**config.mk**
```make
export PLATFORM = sky130hd
export DESIGN_NAME = uart_tx_buffer
export DESIGN_NICKNAME = d
export VERILOG_FILES = /design/src/rtl/uart_tx_buffer.sv
export SDC_FILE = /design/constraint.sdc
export NUM_CORES = 1
export LEC_CHECK = 0
export BUFFER_PORTS_ARGS = -buffer_cell sky130_fd_sc_hd__buf_4
export CAP_MARGIN = 20
export CORE_ASPECT_RATIO = 1.25
export CORE_UTILIZATION = 50
export CTS_CLUSTER_SIZE = 20
export DETAILED_ROUTE_END_ITERATION = 12
export GPL_ROUTABILITY_DRIVEN = 0
export HOLD_SLACK_MARGIN = 0.06
export PLACE_DENSITY_LB_ADDON = 0.15
export SYNTH_ARGS = -nofsm -noshare
export SYNTH_HDL_FRONTEND = slang
export SYNTH_SLANG_ARGS = --single-unit
```
**constraint.sdc**
```tcl
create_clock -name i_clk -period 3.5 [get_ports i_clk]
set_clock_uncertainty 0.15 [all_clocks]
set_input_delay 0.35 -clock i_clk [delete_from_list [all_inputs] [get_ports i_clk]]
set_output_delay 0.35 -clock i_clk [all_outputs]
set_load 0.005 [all_outputs]
```
**src/rtl/uart_tx_buffer.sv**
```systemverilog
// ---------------------------------------------------------------------------
// uart_tx_buffer
// Transmit-side buffer between the interface circuit and uart_tx. Bytes are
// written on a one-cycle strobe into a 2^FIFO_W-deep FIFO and handed to
// uart_tx one at a time: a tx_start pulse launches a byte and the next byte
// is only issued after uart_tx reports tx_done_tick.
//
// Optional feature macro: UART_TX_BUF_OVERFLOW_EN
//   defined   -> o_overflow is a sticky flag set by any write while full
//   undefined -> o_overflow is tied to 0 (writes while full still dropped)
//
// Ports
//   i_clk         in   system clock, rising edge
//   i_reset       in   synchronous active-high reset
//   i_wr          in   write strobe, one byte per high cycle
//   i_wdata       in   DBIT  byte to enqueue
//   tx_done_tick  in   end-of-stop-bit pulse from uart_tx
//   tx_start      out  one-cycle start pulse to uart_tx
//   o_din         out  DBIT  byte presented to uart_tx din
//   o_full        out  FIFO holds 2^FIFO_W entries
//   o_empty       out  FIFO holds 0 entries
//   o_count       out  FIFO_W+1  current occupancy
//   o_busy        out  byte in flight (FSM in WAIT)
//   o_overflow    out  sticky dropped-write flag
// ---------------------------------------------------------------------------
module uart_tx_buffer #(
  parameter int DBIT   = 8,
  parameter int FIFO_W = 2
) (
  input  logic              i_clk,
  input  logic              i_reset,
  input  logic              i_wr,
  input  logic [DBIT-1:0]   i_wdata,
  input  logic              tx_done_tick,
  output logic              tx_start,
  output logic [DBIT-1:0]   o_din,
  output logic              o_full,
  output logic              o_empty,
  output logic [FIFO_W:0]   o_count,
  output logic              o_busy,
  output logic              o_overflow
);

  localparam int              DEPTH   = 1 << FIFO_W;
  localparam logic [FIFO_W:0] PTR_ONE = {{FIFO_W{1'b0}}, 1'b1};

  typedef enum logic {
    IDLE = 1'b0,
    WAIT = 1'b1
  } state_t;

  state_t            state_q, state_d;
  logic [FIFO_W:0]   wr_ptr_q, wr_ptr_d;
  logic [FIFO_W:0]   rd_ptr_q, rd_ptr_d;
  logic              tx_start_q, tx_start_d;
  logic [DBIT-1:0]   din_q, din_d;
  logic [DBIT-1:0]   mem [DEPTH];
  logic              wr_en;

  // Status decoded from the free-running pointers; the extra MSB separates
  // full from empty when the low address bits match.
  assign o_empty = (wr_ptr_q == rd_ptr_q);
  assign o_full  = (wr_ptr_q[FIFO_W-1:0] == rd_ptr_q[FIFO_W-1:0]) &&
                   (wr_ptr_q[FIFO_W] != rd_ptr_q[FIFO_W]);
  assign o_count = wr_ptr_q - rd_ptr_q;

  // A write is refused whenever the FIFO is full at the edge, even if a pop
  // frees a slot in that same cycle.
  assign wr_en = i_wr & ~o_full;

  assign tx_start = tx_start_q;
  assign o_din    = din_q;
  assign o_busy   = (state_q == WAIT);

  // Next-state logic for pointers and the transmit FSM.
  always_comb begin
    state_d    = state_q;
    rd_ptr_d   = rd_ptr_q;
    din_d      = din_q;
    tx_start_d = 1'b0;

    if (wr_en) begin
      wr_ptr_d = wr_ptr_q + PTR_ONE;
    end else begin
      wr_ptr_d = wr_ptr_q;
    end

    case (state_q)
      IDLE: begin
        if (!o_empty) begin
          din_d      = mem[rd_ptr_q[FIFO_W-1:0]];
          rd_ptr_d   = rd_ptr_q + PTR_ONE;
          tx_start_d = 1'b1;
          state_d    = WAIT;
        end else begin
          state_d    = IDLE;
        end
      end
      WAIT: begin
        if (tx_done_tick) begin
          state_d = IDLE;
        end else begin
          state_d = WAIT;
        end
      end
      default: begin
        state_d = IDLE;
      end
    endcase
  end

  // Control and output registers with synchronous reset.
  always_ff @(posedge i_clk) begin
    if (i_reset) begin
      state_q    <= IDLE;
      wr_ptr_q   <= '0;
      rd_ptr_q   <= '0;
      tx_start_q <= 1'b0;
      din_q      <= '0;
    end else begin
      state_q    <= state_d;
      wr_ptr_q   <= wr_ptr_d;
      rd_ptr_q   <= rd_ptr_d;
      tx_start_q <= tx_start_d;
      din_q      <= din_d;
    end
  end

  // Storage array; contents need no reset because the pointers gate reads.
  always_ff @(posedge i_clk) begin
    if (wr_en && !i_reset) begin
      mem[wr_ptr_q[FIFO_W-1:0]] <= i_wdata;
    end
  end

`ifdef UART_TX_BUF_OVERFLOW_EN
  logic overflow_q, overflow_d;

  // Sticky flag: any write attempt while full sets it until reset.
  always_comb begin
    overflow_d = overflow_q | (i_wr & o_full);
  end

  // Overflow flag register.
  always_ff @(posedge i_clk) begin
    if (i_reset) begin
      overflow_q <= 1'b0;
    end else begin
      overflow_q <= overflow_d;
    end
  end

  assign o_overflow = overflow_q;
`else
  assign o_overflow = 1'b0;
`endif

endmodule

```
=== Yosys cells after proc, flatten, opt, wreduce, memory -nomap -nowiden ===
Memories as Yosys holds them, arrays and structs flattened. A register that Yosys moved wholly into a read port is not among the register bits.
Cells that the tools add are included.

* Muxes and demuxes: 5
* Reduce and logical (&&, ||, !) cells: 5
* Add/subtract/negate cells: 3
* Bitwise gates (word level): 4
* Eq/ne operators: 3

{| class="wikitable"
|+ Operators by type and width
! operator !! number
|-
| 3-bit by 1-bit adder with 3-bit output, second input constant || 2
|-
| 1-bit two-way mux || 4
|-
| 3-bit equality test || 1
|-
| 1-bit NOT || 3
|-
| 3-bit subtractor || 1
|-
| 2-bit equality test || 1
|-
| 1-bit logical AND || 2
|-
| 1-bit case mux with 2 select lines || 1
|-
| 2-bit AND reduction || 1
|-
| 2-bit OR reduction || 1
|-
| 1-bit bitwise AND || 1
|-
| 1-bit logical NOT || 1
|-
| 1-bit != test || 1
|}

* Bits in writable memories: 32
* Input port bits: 12
* Logic and storage cells: 25
* Memories: 1
* Flip-flop bits (word level): 8
* Output and inout bits: 16

{| class="wikitable"
|+ Memory list
! name !! words !! width !! rd ports !! clocked after Yosys merged registers in !! write ports !! RTL line !! source
|-
| mem || 4 || 8 || 1 || 1 || 1 || 57 || <nowiki>logic [DBIT-1:0] mem [DEPTH];</nowiki>
|}

=== Logic depth before layout (Yosys ltp) ===
Gate-level depths: netlist of run 1.

* Word-level depth: 7
* Mapped depth: 8
* Gate-level depth less buffers: 6

=== Least setup slack after synthesis of run 1 ===
Ideal clock, no wire load.

* Path type: register -> register
* Start: reg rd_ptr_q[1]
* End: mem mem[0][0], enable pin
* Cell stages (with the launch flop): 8
* Slack: 1,093 ps
* Library setup time: 332 ps
* Required time: 3,018 ps
* Buffers on the path: 2
* Clock period less this slack: 2,407 ps
* Arrival time: 1,925 ps
* Cells stage by stage: dfxtp_1 -> clkbuf_1 -> inv_1 -> ha_1 -> and2_0 -> clkbuf_1 -> a21boi_2 -> and3_1

* Word-level cells in the longest chain between the ends: 7

{| class="wikitable"
|+ RTL lines
! element !! RTL line !! source
|-
| start: declaration || 54 || <nowiki>logic [FIFO_W:0] rd_ptr_q, rd_ptr_d;</nowiki>
|-
| start signal: assignment || 123 || <nowiki>rd_ptr_q <= rd_ptr_d;</nowiki>
|-
| 2-bit equality test || 63 || <nowiki>assign o_full = (wr_ptr_q[FIFO_W-1:0] == rd_ptr_q[FIFO_W-1:0]) &&</nowiki>
|-
| 1-bit logical AND || 63 ||
|-
| 1-bit NOT || 69 || <nowiki>assign wr_en = i_wr & ~o_full;</nowiki>
|-
| 1-bit bitwise AND || 69 ||
|-
| 1-bit logical AND || 131 || <nowiki>if (wr_en && !i_reset) begin</nowiki>
|-
| 1-bit two-way mux || 131 ||
|-
| 1-bit two-way mux (not written as such) || 132 || <nowiki>mem[wr_ptr_q[FIFO_W-1:0]] <= i_wdata;</nowiki>
|-
| end: declaration || 57 ||
|}

Every way passes these cells.

=== Worst setup path in the final report of run 1 ===
* Start: reg rd_ptr_q[1]
* End: out o_empty

* Word-level cells in the longest chain between the ends: 1

{| class="wikitable"
|+ RTL lines
! element !! RTL line !! source
|-
| 3-bit equality test || 62 || <nowiki>assign o_empty = (wr_ptr_q == rd_ptr_q);</nowiki>
|-
| end: declaration || 38 || <nowiki>output logic o_empty,</nowiki>
|}

Every way passes these cells.

==> flow_summary.yaml, run 1 <==
route:
  wire_per_inst_um: 16.1
  via_per_inst: 5.50
  via_count: 1216
  drc: 0
  dr.pass1.iters: 4
  drtIter0Drc: 69
  routed_wl_um: 3570
  ant_nets: 0
global_route:
  grt_max_degree: 22
  antenna_found_initial: 0
  overflow: 0
  gr-usage-all-layers_pct: 18.2
  grt_pass1_wl_um: 5750
  grt_pass1_vias: 1162
logic_synthesis:
  synth_top_cell_by_area: "edfxtp_1"
  yosysWarnings: 0
  yosys.area.top_type_share_pct: 45.9
  synth-edff-count: 32
  synthArstFlopShare_pct: 0
  synth_area_leaders: "edfxtp_1 (46%), dfxtp_1 (15%), mux4_2 (8.6%), ha_1 (4.2%), a221o_1 (3.8%)"
  synth_common_cells: "edfxtp_1 (32), dfxtp_1 (16), inv_1 (9), nor2b_1 (9)"
  syn_avg_cell_area_um2: 15.0
  post_synth_inst_count: 140
  synth_most_common_cell: "edfxtp_1"
  synth_top_flop_cell: "edfxtp_1"
  synth.distinct_cells: 35
  syn_area_um2: 2090
  synth_fp_nets: 160
  synth-seq-cells: 48
  synth.yosys.seq_area_share_pct: 61.2
layout:
  drive_gt1_share_pct: 28.1
  final_util_pct: 62.2
  multi_input_area_um2: 736
  fin_nets: 186
  fillCellCount: 307
  areaGrowthSynthToFinish_pct: 16.1
  antenna_cells: 0
  seq_area_um2: 1280
clock_tree:
  cts_hold_buf: 0
  cts_buffer_depth: 2
  cts_sinks: 48
  ctsResizeCount: 0
  cts.htree.levels: 2
  clk_pin_slew_ps: 90
  cts_made_buffers: 5
  clockRootBuffer: "clkbuf_8"
  cts_tree: "built"
  clk_latency_ps: 300
  post-cts-setup-buffers: 0
sta:
  tns_ps: 0
  final-setup-viol-count: 0
  rsz0062_at_grt: "no"
  slew_viol_final: 0
  finalCritPeriodShare_pct: 77.5
  clock.fmax_ghz: 0.369
  slew-limit-headroom_pct: 57.8
  fin_crit_ps: 2710
  worst_slew_pin_slew_ps: 632
  hold_viol: 0
die:
  io_pins: 28
  rows: 25
  die_h_um: 74.4
  core-area_um2: 3910
  die_x_um: 59.9
  dieArea_um2: 4450
  start_util_pct: 53.6
power:
  internal_power_mw: 1.14
  clock_power_share_pct: 25.0
  p_seq_share_pct: 45.9
  p_leak_nw: 0.927
  vdd_drop_max_mv: 0.364
  p_sw_share_pct: 29.8
  p_sw_uw: 485
  powerDensity_nw_per_um2: 669
  p_comb_share_pct: 29.2
placement:
  numPortBuffers: 26
  dp_hpwl_um: 2580
setup_path:
  crit_buf_inv: 3
  worst_setup_path_end_kind: "output pin"
  cp_cell_sequence: "inv_1 -> ha_1 -> and2_0 -> nand2_1 -> inv_2 -> buf_4"
  cpPeakStageDelay_ps: 650
  cp.arrival_ps: 2210
  path_delay_family: "flip-flops"
  startpoint_type: "register"
  crit_type: "reg2out"
  crit_slowest_cell: "dfxtp_1"
  cp_max_fo: 11
  crit_required_ps: 3000
outcome:
  outcome: "completed"
hold_path:
  hold_path.class: "in2reg"
run:
  maxCapViolCount: 0
logic make-up (layout without fill, tap and decap cells):
kind of cell | Yosys count | count (layout) | synth area share (%)
AO/OA/AOI/OAI | 22 | 22 | 9.74
other | 1 | 1 | 0.179
adder cells (fa/ha/maj) | 8 | 8 | 5.14
flip-flops | 48 | 48 | 61.2
buffers and inverters | 17 | 44 | 3.70
XOR/XNOR | 3 | 3 | 1.61
AND/OR/NAND/NOR | 31 | 31 | 8.60
multiplexers | 10 | 10 | 9.86
cell usage in the layout (no fill, tap or decap), drive strengths merged, types with 2 or more instances in the layout:
cell and n:
edfxtp 32, buf 26, dfxtp 16, inv 11, nor2b 9, and2 9, mux4 8, a221o 8
ha 7, nor2 5, clkbuf 5, and3 4, o2111ai 3, nand2 2, a21oi 2, o31ai 2
a211oi 2, xnor2 2, a21boi 2, mux2 2
state kept, by name (all words and copies together), names as in the netlist:
| name | cells |
|---|---|
| mem | 32 |
| o_din | 8 |
| rd_ptr_q | 3 |
| wr_ptr_q | 3 |
| o_busy | 1 |
| tx_start | 1 |
power groups by stage:
stage | Combinational (mW) | Clock [mW] | Sequential, mW
floorplan | 0.350 | 0 | 0.715
global placement | 0.467 | 0 | 0.754
detailed placement | 0.476 | 0 | 0.761
CTS | 0.477 | 0.413 | 0.750
global route | 0.524 | 0.431 | 0.763
finish | 0.475 | 0.406 | 0.747
through the flow:
stage          cells  power [mW]  area (um^2)  hold slack, ps  setup slack [ps]
2_1_floorplan    140        1.07         2090             299              1090
3_5_place_dp     213        1.24         2320             394               832
3_3_place_gp     213        1.22         2320             392               956
4_1_cts          221        1.64         2430            68.4               779
5_1_grt          221        1.72         2430            65.0               635
6_report         221        1.63         2430            69.8               787
final timing paths:
path | start | depth (start not counted) | endpoint | slack, ps
max | rd_ptr_q[1] | 6 | o_empty | 790
min | tx_done_tick | 2 | o_busy | 70
max reg2reg | rd_ptr_q[0] | 4 | mem[1][4] | 840
min reg2reg | rd_ptr_q[2] | 2 | rd_ptr_q[2] | 460
area by class of cell:
type / instances / share of cell area, %
Sequential cell: 48 / 52.7
Multi-Input combinational cell: 75 / 30.2
Timing Repair Buffer: 26 / 8.02
Clock buffer: 5 / 2.83
Tap cell: 54 / 2.78
Clock inverter: 3 / 1.90
Inverter: 10 / 1.54
metal layers:
layer | global-route usage [%] | vias to the layer above | share of wire, %
met3 | 5.22 | 8 | 3.3
li1 | - | 582 | -
met5 | 0 | - | 0
met4 | 6.98 | 0 | 2.2
met1 | 24.4 | 591 | 47
met2 | 27.9 | 35 | 47
Power figures use the tool's default switching activity.
==> run 2: changes to the inputs <==
==> constraint.sdc (replaced) <==
create_clock -name i_clk -period 2.2 [get_ports i_clk]
set_clock_uncertainty 0.15 [all_clocks]
set_input_delay 0.22 -clock i_clk [delete_from_list [all_inputs] [get_ports i_clk]]
set_output_delay 0.22 -clock i_clk [all_outputs]
set_load 0.005 [all_outputs]
==> run 2 against run 1 <==
  * Register-to-register slack got worse by 690 ps
  * Final cell count rose by 5.9%
  * Clock-buffer cell count did not move
  * Flip-flop and latch count did not move
  * Non-clock buffer count rose by 13
  * Worst setup slack got worse by 680 ps
  * Combinational power rose by 92%
  * First-iteration DRC count fell by 17%
  * Routed wire length rose by 2.5%
  * Highest routed layer unchanged
  * Power rose by 59%
  * Utilization rose by 2.8 points
==> flow_summary.yaml, run 2 (same netlist as run 1, synthesis figures left out) <==
outcome:
  outcome: "completed"
run:
  maxCapViolCount: 0
placement:
  dp_hpwl_um: 2700
  place_ws_ps: 75.7
  numPortBuffers: 26
setup_path:
  rrSetupSlack_ps: 150
  rr_endpoint: "mem[1][6]"
  startpoint: "wr_ptr_q[0]"
  cp_max_fo: 4
  cpPeakStageDelay_ps: 360
  crit_type: "reg2out"
  r2r-start: "wr_ptr_q[0]"
  cp_common_cell: "buf_4"
  reg2reg_depth: 5
  cp_cell_sequence: "inv_1 -> ha_1 -> and2_4 -> buf_4 -> nand2_1 -> inv_2 -> buf_4"
  cp.arrival_ps: 1720
  startpoint_type: "register"
  worst_setup_path_end_kind: "output pin"
  crit_required_ps: 1830
  crit_slowest_cell: "dfxtp_2"
  crit_end: "o_empty"
power:
  p_leak_nw: 0.976
  powerDensity_nw_per_um2: 1020
  vdd_drop_max_mv: 0.545
global_route:
  grt_pass1_wl_um: 5870
  antenna_found_initial: 0
  grt_max_degree: 22
  overflow: 0
  gr-usage-all-layers_pct: 18.5
  grt_pass1_vias: 1185
layout:
  fillCellCount: 292
  largest_reg_flops: 32
  fin_nets: 199
  drive_gt1_share_pct: 31.7
  final_common_cell: "edfxtp_1"
  antenna_cells: 0
  final_cell_mix: "edfxtp_1 (32), buf_4 (30), dfxtp_1 (15)"
  areaGrowthSynthToFinish_pct: 21.3
  final_util_pct: 65.0
sta:
  fin_crit_ps: 2090
  slew_viol_final: 0
  timing.final.ws_setup_ps: 110
  hold_viol: 0
  final-setup-viol-count: 0
  finalCritPeriodShare_pct: 95.0
  clock.fmax_ghz: 0.478
  rsz0062_at_grt: "no"
die:
  die_x_um: 59.9
  dieArea_um2: 4450
  start_util_pct: 53.6
  rows: 25
  die_h_um: 74.4
  io_pins: 28
  core-area_um2: 3910
route:
  drtIter0Drc: 57
  routed_wl_um: 3660
  via_per_inst: 5.34
  ant_nets: 0
  wire_per_inst_um: 15.6
  via_count: 1249
  wl_met2_um: 1740
  routed.top_layer: "met4"
  wl_met1_um: 1780
  dr.pass1.iters: 5
  dr_wl_met3_um: 88
  drc: 0
clock_tree:
  cts_made_buffers: 5
  cts_tree: "built"
  cts_sinks: 48
  cts.htree.levels: 2
  cts_buffer_depth: 2
  clockRootBuffer: "clkbuf_8"
  clk_pin_slew_ps: 90
  clk_latency_ps: 300
hold_path:
  hold_path.class: "in2reg"
-- run 2: cell types whose count changed in the layout (fill, tap and decap cells not counted), moves of 4 or more --
| cell | delta |
|---|---|
| dlygate4sd3_1 | +9 |
| and3_1 | -4 |
| and3_2 | +4 |
| buf_4 | +4 |
-- run 2: worst min path at each step --
stage                       startpoint          end  depth (start not counted)
after floorplan             i_wdata[0]    mem[0][0]                          0
after global placement    tx_done_tick       o_busy                          2
after detailed placement  tx_done_tick       o_busy                          2
after CTS                         i_wr  wr_ptr_q[1]                          3
after global routing              i_wr  wr_ptr_q[1]                          3
final                             i_wr  wr_ptr_q[1]                          3
-- run 2: cell type report --
| cell class | instances | area [um^2] | share of cell area (%) |
|---|---|---|---|
| Timing Repair Buffer | 39 | 315 | 12.4 |
| Tap cell | 54 | 67.6 | 2.66 |
| Clock buffer | 5 | 68.8 | 2.71 |
| Sequential cell | 48 | 1280 | 50.5 |
| Clock inverter | 3 | 25.0 | 0.985 |
| Inverter | 10 | 37.5 | 1.48 |
| Multi-Input combinational cell | 75 | 743 | 29.3 |
-- run 2: through the flow --
stage / instances / power (mW) / hold slack (ps) / area (um^2) / setup TNS [ps]
floorplan: 140 / 1.70 / 169 / 2100 / -269
global placement: 216 / 1.98 / 261 / 2340 / 0
detailed placement: 216 / 2.01 / 262 / 2340 / 0
CTS: 234 / 2.58 / 69.4 / 2540 / 0
global route: 234 / 2.74 / 89.5 / 2540 / 0
finish: 234 / 2.58 / 83.2 / 2540 / 0
-- run 2: timing repair --
item / CTS / global route
hold buffers: 9 / 0
setup endpoints to repair: 1 / 38
endpoints found under the hold margin: 33 / 0
gates resized for setup: 1 / 2
setup buffers: 1 / 0
-- run 2: power breakdown --
part	total [mW]	switching, mW	internal (mW)	leakage [nW]
clock network	0.533	0.301	0.232	0.0452
registers	1.13	0.0692	1.06	0.422
logic	0.914	0.425	0.489	0.508
-- run 2: worst max-delay path: cells and delay by family, from the launching register on --
kind	cells	cell delay (ps)
fa+ha+maj	1	350
buf+inv	4	430
flops	1	360
simple gates	2	270
-- run 2: per-layer routing --
metal / vias to the layer above / track usage [%]
met5: - / 0
met4: 0 / 6.20
met3: 7 / 3.65
met2: 29 / 28.0
met1: 608 / 26.8
li1: 605 / -
